**src/rtl/pc_sequencer.sv**
```systemverilog
// Next-PC selector with a circular return-address stack and a RUN/STALL/HALT
// control FSM; PC_In is combinational, all state changes on the rising clock edge.
module pc_sequencer #(
  parameter int          RAS_DEPTH    = 4,
  parameter logic [15:0] RESET_VECTOR = 16'h0000
) (
  input  logic                         clk,
  input  logic                         reset,
  input  logic [15:0]                  PC_current,
  input  logic                         stall,
  input  logic                         branch_taken,
  input  logic [15:0]                  branch_offset,
  input  logic                         jump_en,
  input  logic [15:0]                  jump_target,
  input  logic                         call_en,
  input  logic                         ret_en,
  input  logic                         halt,
  input  logic                         resume,
  output logic [15:0]                  PC_In,
  output logic [1:0]                   state,
  output logic [$clog2(RAS_DEPTH):0]   ras_count,
  output logic                         ras_overflow,
  output logic                         ras_underflow
);

  localparam int PTR_W = $clog2(RAS_DEPTH);
  localparam int CNT_W = PTR_W + 1;
  localparam logic [CNT_W-1:0] FULL_COUNT = CNT_W'(RAS_DEPTH);

  typedef enum logic [1:0] {
    ST_RUN   = 2'b00,
    ST_STALL = 2'b01,
    ST_HALT  = 2'b10
  } state_e;

  state_e             state_q, state_d;
  logic [PTR_W-1:0]   sp_q, sp_d;
  logic [CNT_W-1:0]   count_q, count_d;
  logic               ovf_q, ovf_d;
  logic               unf_q, unf_d;
  logic [15:0]        ras_mem_q [RAS_DEPTH];
  logic [15:0]        ras_mem_d [RAS_DEPTH];
  logic               push;
  logic [15:0]        pc_plus1;
  logic [15:0]        pc_in_c;
  logic [PTR_W-1:0]   top_idx;

  assign pc_plus1 = PC_current + 16'd1;
  assign top_idx  = sp_q - PTR_W'(1);

  always_comb begin
    pc_in_c = pc_plus1;
    state_d = state_q;
    sp_d    = sp_q;
    count_d = count_q;
    ovf_d   = ovf_q;
    unf_d   = unf_q;
    push    = 1'b0;
    if (reset) begin
      pc_in_c = RESET_VECTOR;
    end else if (state_q == ST_HALT) begin
      pc_in_c = PC_current;
      if (resume) state_d = ST_RUN;
    end else if (halt) begin
      pc_in_c = PC_current;
      state_d = ST_HALT;
    end else if (stall) begin
      pc_in_c = PC_current;
      state_d = ST_STALL;
    end else begin
      state_d = ST_RUN;
      if (ret_en) begin
        // An empty pop falls through to the sequential PC and only raises the flag.
        if (count_q != '0) begin
          pc_in_c = ras_mem_q[top_idx];
          sp_d    = top_idx;
          count_d = count_q - CNT_W'(1);
        end else begin
          unf_d = 1'b1;
        end
      end else if (call_en) begin
        pc_in_c = jump_target;
        push    = 1'b1;
        sp_d    = sp_q + PTR_W'(1);
        if (count_q == FULL_COUNT) ovf_d = 1'b1;
        else                       count_d = count_q + CNT_W'(1);
      end else if (jump_en) begin
        pc_in_c = jump_target;
      end else if (branch_taken) begin
        pc_in_c = pc_plus1 + branch_offset;
      end
    end
  end

  // When full, sp already points at the oldest slot, so a push overwrites it.
  always_comb begin
    ras_mem_d = ras_mem_q;
    if (push) ras_mem_d[sp_q] = pc_plus1;
  end

  always_ff @(posedge clk) begin
    if (reset) begin
      state_q <= ST_RUN;
      sp_q    <= '0;
      count_q <= '0;
      ovf_q   <= 1'b0;
      unf_q   <= 1'b0;
    end else begin
      state_q <= state_d;
      sp_q    <= sp_d;
      count_q <= count_d;
      ovf_q   <= ovf_d;
      unf_q   <= unf_d;
    end
  end

  always_ff @(posedge clk) begin
    ras_mem_q <= ras_mem_d;
  end

  assign PC_In         = pc_in_c;
  assign state         = state_q;
  assign ras_count     = count_q;
  assign ras_overflow  = ovf_q;
  assign ras_underflow = unf_q;

endmodule

```
**config.mk**
```make
export PLATFORM = sky130hd
export DESIGN_NAME = pc_sequencer
export DESIGN_NICKNAME = d
export VERILOG_FILES = /design/src/rtl/pc_sequencer.sv
export SDC_FILE = /design/constraint.sdc
export NUM_CORES = 1
export LEC_CHECK = 0
export ABC_AREA = 1
export CAP_MARGIN = 40
export CORE_ASPECT_RATIO = 0.9
export CORE_MARGIN = 2
export CORE_UTILIZATION = 35
export DETAILED_ROUTE_END_ITERATION = 10
export GPL_TIMING_DRIVEN = 1
export PLACE_DENSITY = 0.57
export SYNTH_ARGS = -nofsm -noshare
export SYNTH_HDL_FRONTEND = slang
export SYNTH_SLANG_ARGS = --single-unit
```
**constraint.sdc**
```tcl
create_clock -name clk -period 3.2 [get_ports clk]
set_input_delay 0.64 -clock clk [delete_from_list [all_inputs] [get_ports clk]]
set_output_delay 0.64 -clock clk [all_outputs]
set_load 0.01 [all_outputs]
```
After elaboration in Yosys (flattened, before gate mapping)
Index checks and enable logic that the tools add are counted.
W data, S select, Z words.
- equality and inequality tests: 5
- muxes and demuxes: 32
- reduce and logical (&&, ||, !) cells: 7
- bitwise logic cells: 7
- $lt $le $gt $ge: 3
- add/sub/neg operators: 6
- operators by type and width (operator ; count):
    $mux W16 ; 12
    $bwmux W64 ; 1
    $bmux W16 S2 ; 1
    $demux W16 S2 ; 1
    $add A16 B1 Y16 const B ; 1
    $add A16 B16 Y16 ; 1
    $mux W2 ; 6
    $mux W3 ; 4
    $reduce_and A6 Y1 ; 2
    $reduce_and A5 Y1 ; 2
    $mux W1 ; 7
    $ge A3 B3 Y1 const B ; 2
    $not A2 Y3 ; 2
    $not A1 Y1 ; 5
    $ne A2 B2 Y1 const B ; 2
    $add A3 B1 Y3 const B ; 1
    $eq A3 B3 Y1 const B ; 1
    $lt A3 B1 Y1 const B ; 1
    $reduce_bool A3 Y1 ; 1
    $sub A3 B1 Y3 const B ; 1
    $add A2 B1 Y2 const B ; 1
    $eq A2 B2 Y1 const B ; 1
    $ne A2 B1 Y1 const B ; 1
    $reduce_bool A2 Y1 ; 1
    2 further kinds ; 2
- output and inout bits: 23
- input port bits: 57
- bits in registers: 73

Depth between registers and ports, before layout
Gate-level depths: netlist (run 1).
- depth after elaboration: 11
- depth in mapped cells: 23

Worst setup path after synthesis (run 1)
Ideal clock, no wire load.
- kind: input-to-output
- start: in PC_current[0]
- end: out PC_In[14]
- required time: 2.560 ns
- path slack: -0.157 ns
- arrival time: 2.717 ns
- stages on the path: 20
- buffers on the path: 0
- cell sequence: ha_1 -> nand2_1 -> inv_2 -> nand2_2 -> nor2_2 -> nand2_1 -> o21ai_2 -> nand2_1 -> ha_1 -> inv_1 -> nor3_1 -> and2_1 -> nand2_1 -> nand2_1 -> nand2_1 -> nand3_1 -> nand2_1 -> nand2_1 -> nand2_1 -> a21oi_1
- longest elaborated chain between the ends: 10
- RTL lines (what ; RTL line ; RTL):
    start: declaration ; 9 ; input logic [15:0] PC_current,
    $add A16 B1 Y16 ; 48 ; assign pc_plus1 = PC_current + 16'd1;
    net pc_plus1[12] ; 44 ; logic [15:0] pc_plus1;
    $add A16 B16 Y16 ; 90 ; pc_in_c = pc_plus1 + branch_offset;
    $mux W16 ; 89 ; end else if (branch_taken) begin
    $mux W16 ; 87 ; end else if (jump_en) begin
    $mux W16 ; 81 ; end else if (call_en) begin
    $mux W16 ; 72 ; if (ret_en) begin
    $mux W16 ; 67 ; end else if (stall) begin
    $mux W16 ; 64 ; end else if (halt) begin
    $mux W16 ; 61 ; end else if (state_q == ST_HALT) begin
    $mux W16 ; 59 ; if (reset) begin
    end: declaration ; 19 ; output logic [15:0] PC_In,
The timed path passes the listed nets, and every way through them passes these cells.

Final worst setup path (run 1)
- start: in PC_current[0]
- end: out PC_In[11]
The elaborated chain is that of the path after synthesis.

==> out/metrics.yaml, run 1 <==
status:
  status: "finished, violations left"
  violations: "setup timing"
global_route:
  grt_antenna_before_repair: 0
  grt_max_degree: 36
  grt_pass1_wl_um: 26470
  track_usage: 0.2333
  grt_pass1_vias: 5007
  globalRouteOverflowTotal: 0
placement:
  dp_hpwl_um: 13020
  dp_cells: 991
  gpl.final_weighted_congestion: 1.017
  io_buffers: 79
  place_area_mm2: 0.006818
  pre_cts_ws_ns: -1.612
sta:
  fin_crit_sh: 1.138
  period_needed_ns: 3.640
  fmax_mhz: 274.7
  setup_viol: 14
  max_slew.worst_pin.slew_ns: 0.3687
  fin_ws_ns: -0.4400
  hold_viol: 0
  max_slew_margin: 0.7516
  hold_slack_ns: 0.4751
  rsz0062_at_grt: "yes"
  tns_ns: -4.223
  skew_ns: 0.005645
  drv_slew: 0
worst_setup_path:
  reg2reg_depth: 10
  worstSetupStartpointType: "primary input"
  crit_top_cell: "nand2_2"
  worst-r2r-setup-slack_ns: 1.27
  cp_data_required_time_ns: 2.56
  crit_chain: "buf_8 -> ha_4 -> nand2_4 -> inv_4 -> buf_4 -> a21o_4 -> nand2_4 -> inv_2 -> ha_4 -> nand2_2 -> nand2_2 -> a21oi_2 -> nand2_2 -> nand2_2 -> nand2_1 -> nand2_1 -> a21oi_2 -> o21ai_2 -> nand2_1 -> a21oi_2 -> buf_2"
  crit_path_max_fanout: 4
  r2r_start: "state[1]"
  critPathMaxStageDelay_ns: 0.25
  reg2reg_to: "ras_mem_q[33]"
  critPathKind: "in2out"
  crit_family: "compound AO/OA/AOI/OAI gates"
  endpoint_kind: "primary output"
  crit_buf_inv: 5
  crit_arrival_ns: 3.00
  worst_path_max_delay_cell: "ha_4"
synthesis:
  synth_area_leaders: "edfxtp_1 39%, nand2_1 10%, a21oi_1 6.2%"
  syn_inst: 633
  synthArstFlopShare: 0
  yosysTopAreaCell: "edfxtp_1"
  yosys_warnings: 0
  synth_edf_count: 64
  synthFlopType: "edfxtp_1"
  synth_most_common_cell: "nand2_1"
  synth_cell_type_count: 44
  seq_area_frac_synth: 0.4219
  syn_area_per_cell_um2: 7.871
  netlist_area_mm2: 0.004982
  yosysTopAreaCellShare: 0.3857
  syn_nets: 715
  ys_top_cells_by_count: "136 x nand2_1, 69 x inv_1, 64 x edfxtp_1, 64 x nor2_1, 62 x a21oi_1"
  ys_ff_latch: 73
cts:
  cts_buffers: 9
  htree_levels: 3
  ctsLongestPathBuffers: 2
  cts.sinks: 73
  insertion_delay_ns: 0.33
  clk_pin_slew_ns: 0.05
  root_buffer: "clkbuf_16"
  cts_tree: "built"
  postCtsHoldBufs: 0
pwr:
  power_density_mw_per_mm2: 354.7
  p_total_mw: 2.848
  power.leakage_nw: 3.399
  peakVddDrop_v: 0.0002382
floorplan:
  core_area_mm2: 0.01395
  die_x_um: 129.8
  die_h_um: 117.2
  io_pins: 80
  die-area_mm2: 0.01521
  start_util: 0.3571
  rows: 41
layout:
  final_core_util: 0.5753
  final_nets: 931
  area_growth_pct: 61.13
  fin_area_mm2: 0.008028
  final_layout_size_suffix_gt1_frac: 0.4220
  instances_no_fill: 1046
  diodes: 0
worst_hold_path:
  min_path_cells: 2
  hold_end: "ras_overflow"
  hp-start: "ras_overflow"
  min_path_type: "reg2reg"
detailed_routing:
  drc_errors: 0
  avgRoutedWirePerCell_um: 17.03
  vias: 5255
  ant_nets: 0
  wl_um: 17810
  drt_pass1_iterations: 5
  drt-initial-drc-count: 465
  via_per_inst: 5.024
run:
  drv_cap: 0
cells by family after synthesis:
| kind of cell | count (synthesis) | synth area share |
|---|---|---|
| AO/OA/AOI/OAI | 154 | 0.1803 |
| AND/OR/NAND/NOR | 269 | 0.2331 |
| buffers and inverters | 102 | 0.07986 |
| XOR/XNOR | 10 | 0.01909 |
| flip-flops | 73 | 0.4219 |
| adder cells (fa/ha/maj) | 25 | 0.06580 |
power by group:
part	internal, mW	switching (mW)	total [mW]
logic	0.434	0.489	0.923
clock network	0.514	0.361	0.876
registers	1.05	0.00413	1.05
total	1.99	0.854	2.85
final cells by class:
cell class	count	area (µm²)
clock buffers	11	232.7
clock inverters	4	21.27
fillers	1237	5926
inverters	81	321.6
multi-input cells	458	3258
flip-flops and latches	73	2102
well taps	193	241.5
repair buffers	226	1851
worst max path at each step:
stage,from,end,slack (ns),cells after the start
2_1_floorplan,PC_current[0],PC_In[14],0.004,20
3_3_place_gp,PC_current[0],PC_In[11],-1.57,22
3_5_place_dp,PC_current[0],PC_In[11],-1.61,22
4_1_cts,PC_current[1],PC_In[11],-0.41,22
5_1_grt,PC_current[13],PC_In[15],-0.56,22
6_report,PC_current[0],PC_In[11],-0.44,21
state kept, by name (all words and copies together), names as in the netlist:
signal         cells
sp_q               2
ras_mem_q         64
ras_count          3
ras_underflow      1
ras_overflow       1
state              2
what timing repair did:
item | CTS | global route
resized for setup | 196 | 87
buffers inserted | 25 | 15
endpoints found under the setup margin | 16 | 15
pin swaps | 67 | 49
per-layer routing:
metal,global-route usage,wire [µm],share of wire,vias to the layer above
met5,0,0,0,-
met1,0.3147,7875,0.44,2488
met4,0.07312,408,0.023,0
met2,0.3881,8607,0.48,159
li1,-,-,-,2579
met3,0.03727,920,0.052,29
placed cells by master (no fill, tap or decap), types with 9 or more instances in the layout:
master,synthesis,routed
a21oi_1,62,43
a21oi_2,4,19
buf_2,8,18
buf_4,0,134
buf_6,0,14
clkbuf_16,0,9
clkdlybuf4s50_1,0,48
dfxtp_1,9,9
edfxtp_1,64,64
ha_4,0,18
inv_1,69,48
inv_2,11,26
nand2_1,136,94
nand2_2,5,34
nand2_4,1,13
nand3_1,38,30
nor2_1,64,52
nor2_2,6,11
nor2_4,4,11
o21ai_0,47,43
o221ai_1,12,11
tightest hold or removal path, cell delays in order, from the launching register on:
cell and delay, ns:
dfxtp_1 0.33, nand2_1 0.05, o21ai_0 0.05
(Power assumes the default switching activity.)
==> run 2, diff against run 1 <==
==> config.mk (replaced) <==
export PLATFORM = sky130hd
export DESIGN_NAME = pc_sequencer
export DESIGN_NICKNAME = d
export VERILOG_FILES = /design/src/rtl/pc_sequencer.sv
export SDC_FILE = /design/constraint.sdc
export NUM_CORES = 1
export LEC_CHECK = 0
export CAP_MARGIN = 40
export CORE_ASPECT_RATIO = 0.9
export CORE_MARGIN = 2
export CORE_UTILIZATION = 49
export DETAILED_ROUTE_END_ITERATION = 10
export GPL_TIMING_DRIVEN = 1
export PLACE_DENSITY = 0.77
export SYNTH_ARGS = -nofsm -noshare
export SYNTH_HDL_FRONTEND = slang
export SYNTH_SLANG_ARGS = --single-unit
==> out/metrics.yaml, run 2 <==
status:
  status: "finished, violations left"
  violations: "setup timing"
worst_setup_path:
  crit_arrival_ns: 3.16
  worst_path_max_delay_cell: "ha_1"
  cp_data_required_time_ns: 2.56
  crit_path_max_fanout: 4
  critPathKind: "in2out"
  worstSetupStartpointType: "primary input"
  reg2reg_to: "ras_mem_q[14]"
  crit_chain: "buf_8 -> nand4_1 -> buf_6 -> nor2_1 -> xnor2_1 -> inv_1 -> ha_1 -> buf_4 -> a311oi_4 -> buf_4 -> buf_4 -> a31o_2 -> xor2_2 -> a21oi_2 -> buf_2"
  worst-r2r-setup-slack_ns: 1.22
  crit_top_cell: "buf_4"
  endpoint_kind: "primary output"
  critPathMaxStageDelay_ns: 0.37
  r2r_start: "state[0]"
  reg2reg_depth: 6
pwr:
  power_density_mw_per_mm2: 362.3
  p_total_mw: 2.835
  power.leakage_nw: 3.051
  peakVddDrop_v: 0.0003744
cts:
  insertion_delay_ns: 0.37
  htree_levels: 3
  cts_tree: "built"
  postCtsHoldBufs: 0
  clk_pin_slew_ns: 0.08
  ctsLongestPathBuffers: 2
  cts.sinks: 73
  root_buffer: "clkbuf_8"
  cts_buffers: 9
detailed_routing:
  vias: 5213
  via_per_inst: 6.565
  wl_um: 19930
  drt-initial-drc-count: 599
  avgRoutedWirePerCell_um: 25.10
  drc_errors: 0
  drt_pass1_iterations: 5
  ant_nets: 0
worst_hold_path:
  hold_end: "ras_underflow"
  hp-start: "ras_underflow"
  min_path_type: "reg2reg"
  min_path_cells: 2
layout:
  fill_cells: 437
  seq_area_mm2: 0.002102
  regMostFlops: "ras_mem_q"
  diodes: 0
  final_nets: 749
  area_growth_pct: 65.83
  final_common_cell: "buf_4"
  layout_common_cells: "149 x buf_4, 64 x edfxtp_1, 49 x clkdlybuf4s50_1, 27 x a21oi_1, 25 x nor2_1"
  largest_register_ffs: 64
  multi_input_area_mm2: 0.003163
  final_layout_size_suffix_gt1_frac: 0.5015
sta:
  drv_slew: 0
  fin_crit_sh: 1.188
  skew_ns: 0.01291
  fin_ws_ns: -0.6025
  max_slew.worst_pin.slew_ns: 0.6110
  hold_viol: 0
  period_needed_ns: 3.802
  fmax_mhz: 263.0
  setup_viol: 14
  max_slew_margin: 0.5883
  rsz0062_at_grt: "yes"
synthesis:
  synth_cell_type_count: 62
  synth_area_leaders: "edfxtp_1 41%, mux4_2 7.6%, ha_1 6.1%"
  seq_area_frac_synth: 0.4454
  syn_area_per_cell_um2: 11.05
  syn_nets: 509
  synth_most_common_cell: "edfxtp_1"
  ys_top_cells_by_count: "64 x edfxtp_1, 36 x a21oi_1, 30 x nor2_1"
  synthArstFlopShare: 0
  syn_inst: 427
  synthFlopType: "edfxtp_1"
  yosysTopAreaCell: "edfxtp_1"
  ys_ff_latch: 73
  yosys_warnings: 0
  synth_edf_count: 64
  netlist_area_mm2: 0.004720
  yosysTopAreaCellShare: 0.4072
floorplan:
  die-area_mm2: 0.01043
  core_area_mm2: 0.009249
  die_h_um: 97.11
  start_util: 0.5103
  die_x_um: 107.5
  io_pins: 80
  rows: 33
global_route:
  globalRouteOverflowTotal: 0
  grt_max_degree: 17
  grt_pass1_vias: 5081
  grt_antenna_before_repair: 0
  track_usage: 0.3421
  grt_pass1_wl_um: 26800
run:
  drv_cap: 0
placement:
  dp_hpwl_um: 12070
  io_buffers: 79
  pre_cts_ws_ns: -1.577
  gpl.final_weighted_congestion: 0.9243
-- run 2: cell count changes in the layout (fill, tap and decap cells not counted), moves of 11 or more --
| cell | previous run | this run |
|---|---|---|
| o21ai_0 | 43 | 8 |
| a21oi_2 | 19 | 8 |
| buf_4 | 134 | 149 |
| nand2_1 | 94 | 23 |
| inv_1 | 48 | 14 |
| nor2_1 | 52 | 25 |
| inv_2 | 26 | 6 |
| nand2_2 | 34 | 3 |
| nand3_1 | 30 | 2 |
| mux4_2 | 0 | 16 |
| nand2_4 | 13 | 2 |
| a21oi_1 | 43 | 27 |
-- run 2: logic make-up (layout without fill, tap and decap cells) --
group | Yosys count | in the layout | synth area share
compound gates | 132 | 132 | 0.1925
buf+inv | 42 | 287 | 0.03526
xor+xnor | 31 | 31 | 0.06044
flops | 73 | 73 | 0.4454
simple gates | 106 | 106 | 0.1164
fa+ha+maj | 25 | 25 | 0.06946
mux | 18 | 18 | 0.08059
-- run 2: critical path: cells and delay by family --
kind / cells / cell delay (ns)
xor gates and xnor gates: 2 / 0.35
buffers and inverters: 7 / 1.00
adders and majority gates: 1 / 0.37
and+or+nand+nor: 2 / 0.27
AOI/OAI and AO/OA: 3 / 0.51
-- run 2: how the worst max path moves through the flow --
| stage | startpoint | end | slack [ns] |
|---|---|---|---|
| after floorplan | PC_current[2] | PC_In[14] | -0.32 |
| after global placement | PC_current[0] | PC_In[12] | -1.52 |
| after detailed placement | PC_current[0] | PC_In[10] | -1.58 |
| after CTS | PC_current[1] | PC_In[15] | -0.60 |
| after global routing | PC_current[1] | PC_In[15] | -0.70 |
| final | PC_current[0] | PC_In[14] | -0.60 |
-- run 2: per-layer routing --
metal  global-route usage  part of all wire  up-vias
li1                     -                 -     2128
met1               0.4371              0.36     2473
met2               0.5560              0.47      468
met3              0.07378             0.096      144
met4               0.1588             0.072        0
met5                    0                 0        -
-- run 2: per-stage QoR --
step / hold WS (ns) / TNS, ns / cells / instance area [µm²] / utilization
4_1_cts: 0.4802 / -4.832 / 782 / 7477 / 0.8084
2_1_floorplan: 0.5047 / -1.595 / 427 / 4952 / -
6_report: 0.4862 / -6.487 / 794 / 7826 / 0.8462
3_5_place_dp: 0.4596 / -20.06 / 746 / 6894 / 0.7454
3_3_place_gp: 0.4537 / -19.27 / 746 / 6894 / 0.7454
5_1_grt: 0.5139 / -7.110 / 794 / 7826 / 0.8462
-- run 2: cell type report --
cell class,count,area share
clock inverters,7,0.01007
multi-input cells,312,0.4042
inverters,21,0.01039
well taps,122,0.01950
repair buffers,250,0.2715
flip-flops and latches,73,0.2686
clock buffers,9,0.01583
-- run 2: timing repair --
item                                    CTS  global route
pin swaps                                62            46
buffers inserted                         20            13
cloned                                    0             0
resized for setup                       171            61
endpoints found under the setup margin   16            16
-- run 2: where the power goes --
group | internal (mW) | switching [mW]
Combinational | 0.507 | 0.502
Sequential | 1.04 | 0.00560
Clock | 0.368 | 0.408
